File: config.mk
export PLATFORM = sky130hd
export DESIGN_NAME = cmp_arbiter
export DESIGN_NICKNAME = d
export VERILOG_FILES = /design/src/rtl/cmp_arbiter.sv
export SDC_FILE = /design/constraint.sdc
export NUM_CORES = 1
export LEC_CHECK = 0
export ABC_AREA = 0
export CORE_MARGIN = 4
export CORE_UTILIZATION = 31
export DETAILED_ROUTE_END_ITERATION = 6
export HOLD_SLACK_MARGIN = 0.08
export PLACE_DENSITY = 0.64
export SETUP_SLACK_MARGIN = 0.4
export SLEW_MARGIN = 20
export SYNTH_ARGS = -nofsm -noshare
export SYNTH_HDL_FRONTEND = slang
export SYNTH_HIERARCHICAL = 1
export SYNTH_SLANG_ARGS = --single-unit
File: constraint.sdc
create_clock -name clk -period 1.36 [get_ports clk]
set_input_delay 0.136 -clock clk [delete_from_list [all_inputs] [get_ports clk]]
set_output_delay 0.136 -clock clk [all_outputs]
set_load 0.01 [all_outputs]
File: src/rtl/cmp_arbiter.sv
// Round-robin arbiter sharing one 4-bit magnitude comparator between two requesters.
// Fixed latency: request sampled in IDLE at edge N gives a one-cycle ack after edge N+3.
module cmp_arbiter (
  input  logic       clk,
  input  logic       rst_n,
  input  logic [1:0] req,
  input  logic [3:0] a0,
  input  logic [3:0] b0,
  input  logic [3:0] a1,
  input  logic [3:0] b1,
  output logic [1:0] ack,
  output logic       a_gt_b,
  output logic       a_lt_b,
  output logic       a_eq_b,
  output logic       busy,
  output logic       grant_id
);

  typedef enum logic [1:0] {IDLE, LOAD, CMP, RESP} state_t;

  state_t     state_q, state_d;
  logic       ptr_q, ptr_d;
  logic       grant_id_q, grant_id_d;
  logic [3:0] op_a_q, op_a_d;
  logic [3:0] op_b_q, op_b_d;
  logic       gt_q, gt_d;
  logic       lt_q, lt_d;
  logic       eq_q, eq_d;
  logic [1:0] ack_q, ack_d;
  logic       win_sel;
  logic       cmp_lt, cmp_gt, cmp_eq;

  Four_bit_Mag_Comperator u_cmp (
    .A_LT_B (cmp_lt),
    .A_GT_B (cmp_gt),
    .A_EQ_B (cmp_eq),
    .A      (op_a_q),
    .B      (op_b_q)
  );

  // Pointer only breaks ties; a lone requester always wins.
  assign win_sel = (req == 2'b11) ? ptr_q : req[1];

  always_comb begin
    state_d    = state_q;
    ptr_d      = ptr_q;
    grant_id_d = grant_id_q;
    op_a_d     = op_a_q;
    op_b_d     = op_b_q;
    gt_d       = gt_q;
    lt_d       = lt_q;
    eq_d       = eq_q;
    ack_d      = 2'b00;
    case (state_q)
      IDLE: begin
        if (req != 2'b00) begin
          grant_id_d = win_sel;
          ptr_d      = ~win_sel;
          state_d    = LOAD;
        end
      end
      LOAD: begin
        op_a_d  = grant_id_q ? a1 : a0;
        op_b_d  = grant_id_q ? b1 : b0;
        state_d = CMP;
      end
      CMP: begin
        gt_d    = cmp_gt;
        lt_d    = cmp_lt;
        eq_d    = cmp_eq;
        state_d = RESP;
      end
      RESP: begin
        // Registered so the pulse lands in the cycle after leaving RESP.
        ack_d   = grant_id_q ? 2'b10 : 2'b01;
        state_d = IDLE;
      end
      default: state_d = IDLE;
    endcase
  end

  always_ff @(posedge clk or negedge rst_n) begin
    if (!rst_n) begin
      state_q    <= IDLE;
      ptr_q      <= 1'b0;
      grant_id_q <= 1'b0;
      op_a_q     <= 4'd0;
      op_b_q     <= 4'd0;
      gt_q       <= 1'b0;
      lt_q       <= 1'b0;
      eq_q       <= 1'b0;
      ack_q      <= 2'b00;
    end else begin
      state_q    <= state_d;
      ptr_q      <= ptr_d;
      grant_id_q <= grant_id_d;
      op_a_q     <= op_a_d;
      op_b_q     <= op_b_d;
      gt_q       <= gt_d;
      lt_q       <= lt_d;
      eq_q       <= eq_d;
      ack_q      <= ack_d;
    end
  end

  assign ack      = ack_q;
  assign a_gt_b   = gt_q;
  assign a_lt_b   = lt_q;
  assign a_eq_b   = eq_q;
  assign busy     = (state_q != IDLE);
  assign grant_id = grant_id_q;

endmodule

module Four_bit_Mag_Comperator (
  output logic       A_LT_B,
  output logic       A_GT_B,
  output logic       A_EQ_B,
  input  logic [3:0] A,
  input  logic [3:0] B
);
  assign A_LT_B = (A < B);
  assign A_GT_B = (A > B);
  assign A_EQ_B = (A == B);
endmodule

==> metrics.txt <==
# TYPE chip_impl_metric gauge
chip_impl_info{name="run_status",value="finished with violations"} 1
chip_impl_info{name="failed_checks",value="setup timing"} 1
chip_impl_metric{name="finalCritPeriodShare",unit=""} 1.04
chip_impl_metric{name="die-width",unit="microns"} 62.2
chip_impl_metric{name="synth_adder_area_share",unit=""} 0.123
chip_impl_metric{name="timing.critical_path.slowest_cell_delay",unit="ns"} 0.43
chip_impl_metric{name="num_vias",unit=""} 729
chip_impl_info{name="setup_repair_after_global_routing_missed_its_margin",value="yes"} 1
chip_impl_metric{name="weighted_congestion_reported_at_the_end_of_routability_driven_placement",unit=""} 0.676
chip_impl_metric{name="crit_path_max_fanout",unit=""} 2
chip_impl_metric{name="ys_seq_elements",unit=""} 17
chip_impl_info{name="endpoint_kind",value="flip-flop"} 1
chip_impl_metric{name="hold-worst-slack",unit="ns"} 0.175
chip_impl_metric{name="timing.max_slew.rel_slack",unit=""} 0.833
chip_impl_metric{name="muxShareOfSynthArea",unit=""} 0.148
chip_impl_metric{name="design.die.area",unit="sq mm"} 0.00387
chip_impl_metric{name="final.min_clock_period",unit="ns"} 1.41
chip_impl_metric{name="detail_route.iter0.violations",unit=""} 4
chip_impl_metric{name="cp_data_arrival_time",unit="ns"} 1.59
chip_impl_metric{name="synth.lib_cells_used.distinct",unit=""} 19
chip_impl_metric{name="finalWirelength",unit="mm"} 2.01
chip_impl_info{name="synth_top_family_by_area",value="multiplexers"} 1
chip_impl_info{name="worstSetupStartpoint",value="op_a_q[2]"} 1
chip_impl_metric{name="netlist_instances",unit=""} 82
chip_impl_info{name="critical_path.cell_chain",value="ha_4 > nand2_2 > o21bai_4 > and2_4 > mux2_4"} 1
chip_impl_metric{name="clockBufferDepth",unit=""} 2
chip_impl_metric{name="route.antenna.remaining_nets",unit=""} 0
chip_impl_metric{name="route.detailed.drc",unit=""} 0
chip_impl_metric{name="drive_gt1_frac",unit=""} 0.508
chip_impl_metric{name="firstDrtPassIters",unit=""} 2
chip_impl_metric{name="timing_worst_slew_pin_value",unit="ns"} 0.251
chip_impl_metric{name="pwr_cell_area",unit="mW/mm^2"} 2400
chip_impl_metric{name="smallest_setup_slack_after_layout",unit="ns"} -0.0490
chip_impl_metric{name="floorplan.initialDensity",unit=""} 0.328
chip_impl_metric{name="postCtsHoldBufs",unit=""} 0
chip_impl_info{name="setup.worst_path.start_class",value="flip-flop"} 1
chip_impl_metric{name="max-vdd-ir-drop",unit="mV"} 1.41
chip_impl_metric{name="final-hold-violation-count",unit=""} 0
chip_impl_metric{name="numClockSinks",unit=""} 17
chip_impl_metric{name="synthesized_area_per_cell",unit="sq um"} 11.1
chip_impl_metric{name="finalSetupViolations",unit=""} 2
chip_impl_metric{name="syn-cell-area",unit="sq um"} 912
chip_impl_metric{name="clk_pin_slew_worst_paths",unit="ns"} 0.10
chip_impl_metric{name="dp.cells",unit=""} 142
chip_impl_metric{name="grt_start_max_net_pins",unit=""} 18
chip_impl_metric{name="synth_xor_area_frac",unit=""} 0
chip_impl_metric{name="synthSimpleGateAreaFrac",unit=""} 0.110
chip_impl_metric{name="place_hpwl",unit="mm"} 1.30
chip_impl_metric{name="grt_first_pass_wirelength",unit="mm"} 3.71
chip_impl_metric{name="first_global_vias",unit=""} 805
chip_impl_metric{name="cellLeakagePower",unit="nW"} 0.690
chip_impl_info{name="cts_root_buffer",value="sky130_fd_sc_hd__clkbuf_4"} 1
chip_impl_metric{name="synth_area_in_compound_gates",unit=""} 0.104
chip_impl_metric{name="num-nets-final",unit=""} 156
chip_impl_metric{name="chipHeight",unit="microns"} 62.2
chip_impl_metric{name="insertedDiodeCount",unit=""} 0
chip_impl_metric{name="grt_usage",unit=""} 0.116
chip_impl_metric{name="clock_skews",unit="ns"} 0.00206
chip_impl_metric{name="gr-total-overflow",unit=""} 0
chip_impl_metric{name="clk-insertion-delay-late",unit="ns"} 0.28
chip_impl_metric{name="register_to_register_setup_slack",unit="ns"} -0.05
chip_impl_metric{name="io_buffer_count",unit=""} 26
chip_impl_metric{name="drv.max_cap_violation_count",unit=""} 0
chip_impl_metric{name="floorplan.io_pins",unit=""} 27
chip_impl_info{name="tritoncts_clock_tree",value="done"} 1
chip_impl_metric{name="postSynthNetCount",unit=""} 111
chip_impl_metric{name="antenna_found_initial",unit=""} 0
chip_impl_metric{name="final_max_slew_viol_count",unit=""} 0
chip_impl_metric{name="yosysSeqAreaShare",unit=""} 0.466
chip_impl_metric{name="fmax",unit="MHz"} 710
chip_impl_metric{name="yosysWarnings",unit=""} 6
chip_impl_info{name="critical_path.reg2reg.startpoint",value="op_a_q[2]"} 1
chip_impl_metric{name="htreeDepth",unit=""} 1
chip_impl_metric{name="cts_buffers",unit=""} 3
chip_impl_metric{name="core-area",unit="sq mm"} 0.00278
chip_impl_metric{name="post_layout_nonfiller_instances",unit=""} 157
chip_impl_metric{name="viasPerCell",unit=""} 4.64
chip_impl_metric{name="routed_length_per_instance",unit="microns"} 12.8
chip_impl_metric{name="placementRows",unit=""} 19
chip_impl_metric{name="critPathRequiredTime",unit="ns"} 1.54
chip_impl_info{name="crit_slowest_cell",value="sky130_fd_sc_hd__dfrtp_1"} 1
chip_impl_info{name="hold_path_class",value="primary input to asynchronous set/reset pin"} 1
chip_impl_metric{name="layout-area-overhead-vs-synth",unit="%"} 69.3
chip_impl_info{name="timing_worst_setup_path_type",value="flip-flop to flip-flop"} 1
[layout make-up]
cell class	instances	area (sq um)
Fill cell	245	1240
Multi-Input combinational cell	55	618
Sequential cell	17	425
Timing Repair Buffer	43	409
Tap cell	31	38.8
Clock buffer	4	26.3
Inverter	7	26.3
[critical path, delay by kind of cell (launching register included)]
| kind | cells | cell delay [ns] |
|---|---|---|
| AO/OA/AOI/OAI | 1 | 0.16 |
| adder cells (fa/ha/maj) | 1 | 0.28 |
| flip-flops | 1 | 0.43 |
| multiplexers | 1 | 0.25 |
| AND/OR/NAND/NOR | 2 | 0.18 |
[cells in the final DEF (no fill, tap or decap), types with 4 or more instances in the layout]
cell	Yosys	final
sky130_fd_sc_hd__ha_4	0	7
sky130_fd_sc_hd__a21oi_2	1	10
sky130_fd_sc_hd__inv_2	0	4
sky130_fd_sc_hd__nor2_1	10	4
sky130_fd_sc_hd__buf_2	1	6
sky130_fd_sc_hd__buf_6	0	7
sky130_fd_sc_hd__mux2i_1	9	9
sky130_fd_sc_hd__dfrtp_1	17	17
sky130_fd_sc_hd__buf_4	1	8
sky130_fd_sc_hd__clkdlybuf4s50_1	0	19
sky130_fd_sc_hd__nor2_4	0	4
[through the flow]
stage	cell area [sq um]	worst slack (ns)	setup TNS, ns	util	power [mW]
after detailed placement	1290	-0.0610	-0.0848	0.464	2.65
after global routing	1540	-0.0995	-0.244	0.555	4.05
final	1540	-0.0490	-0.0587	0.555	3.71
after CTS	1490	-0.0550	-0.0815	0.536	3.54
after global placement	1290	-0.0126	-0.0126	0.464	2.61
after floorplan	982	0.00844	0	-	2.16
[report_power, final]
group	internal (mW)	leakage (nW)	switching, mW
clock network	0.114	0.0150	0.156
logic	1.44	0.477	1.08
registers	0.757	0.198	0.173
total	2.31	0.690	1.40
[repair_timing]
item,CTS,global route
gates resized for setup,62,7
endpoints found under the setup margin,24,24
setup buffers,9,2
pin swaps,8,3
[registers in the layout, indices dropped and copies added, names as in the netlist]
name	cells
a_eq_b	1
a_gt_b	1
a_lt_b	1
ack	2
grant_id	1
op_a_q	4
op_b_q	4
ptr_q	1
state_q	2
[synthesized netlist by cell type]
cell,n,area [sq um]
sky130_fd_sc_hd__a31oi_1,2,12.5
sky130_fd_sc_hd__nor2b_1,1,6.26
sky130_fd_sc_hd__a21oi_2,1,8.76
sky130_fd_sc_hd__inv_1,7,26.3
sky130_fd_sc_hd__nor3b_4,1,18.8
sky130_fd_sc_hd__buf_2,1,5.00
sky130_fd_sc_hd__ha_1,9,113
sky130_fd_sc_hd__a21oi_1,11,55.1
sky130_fd_sc_hd__nor2_1,10,37.5
sky130_fd_sc_hd__o21bai_4,1,18.8
sky130_fd_sc_hd__mux2_2,3,33.8
sky130_fd_sc_hd__and2_1,2,12.5
sky130_fd_sc_hd__dfrtp_1,17,425
sky130_fd_sc_hd__mux2_1,1,11.3
sky130_fd_sc_hd__mux2i_1,9,90.1
sky130_fd_sc_hd__nor2b_4,1,13.8
sky130_fd_sc_hd__clkbuf_2,1,5.00
sky130_fd_sc_hd__nand2_1,3,11.3
sky130_fd_sc_hd__buf_4,1,7.51
[kinds of logic after synthesis]
| family | after synthesis |
|---|---|
| and+or+nand+nor | 18 |
| DFF | 17 |
| AOI/OAI and AO/OA | 15 |
| muxes | 13 |
| buffers and inverters | 10 |
| adders and majority gates | 9 |
[final timing paths]
kind	endpoint	cells after the start
worst max-delay path	a_lt_b	5
worst min-delay path	op_b_q[2]	2
worst max register to register	a_lt_b	5
worst min register to register	a_eq_b	1
max in group asynchronous	op_b_q[3]	2
min in group clk	op_a_q[0]	3
[layer usage]
layer	GRT usage	routed length, microns
met1	0.151	908
met2	0.187	991
met3	0.0252	100
met4	0.0407	8
met5	0	0
Power figures use the tool's default switching activity.
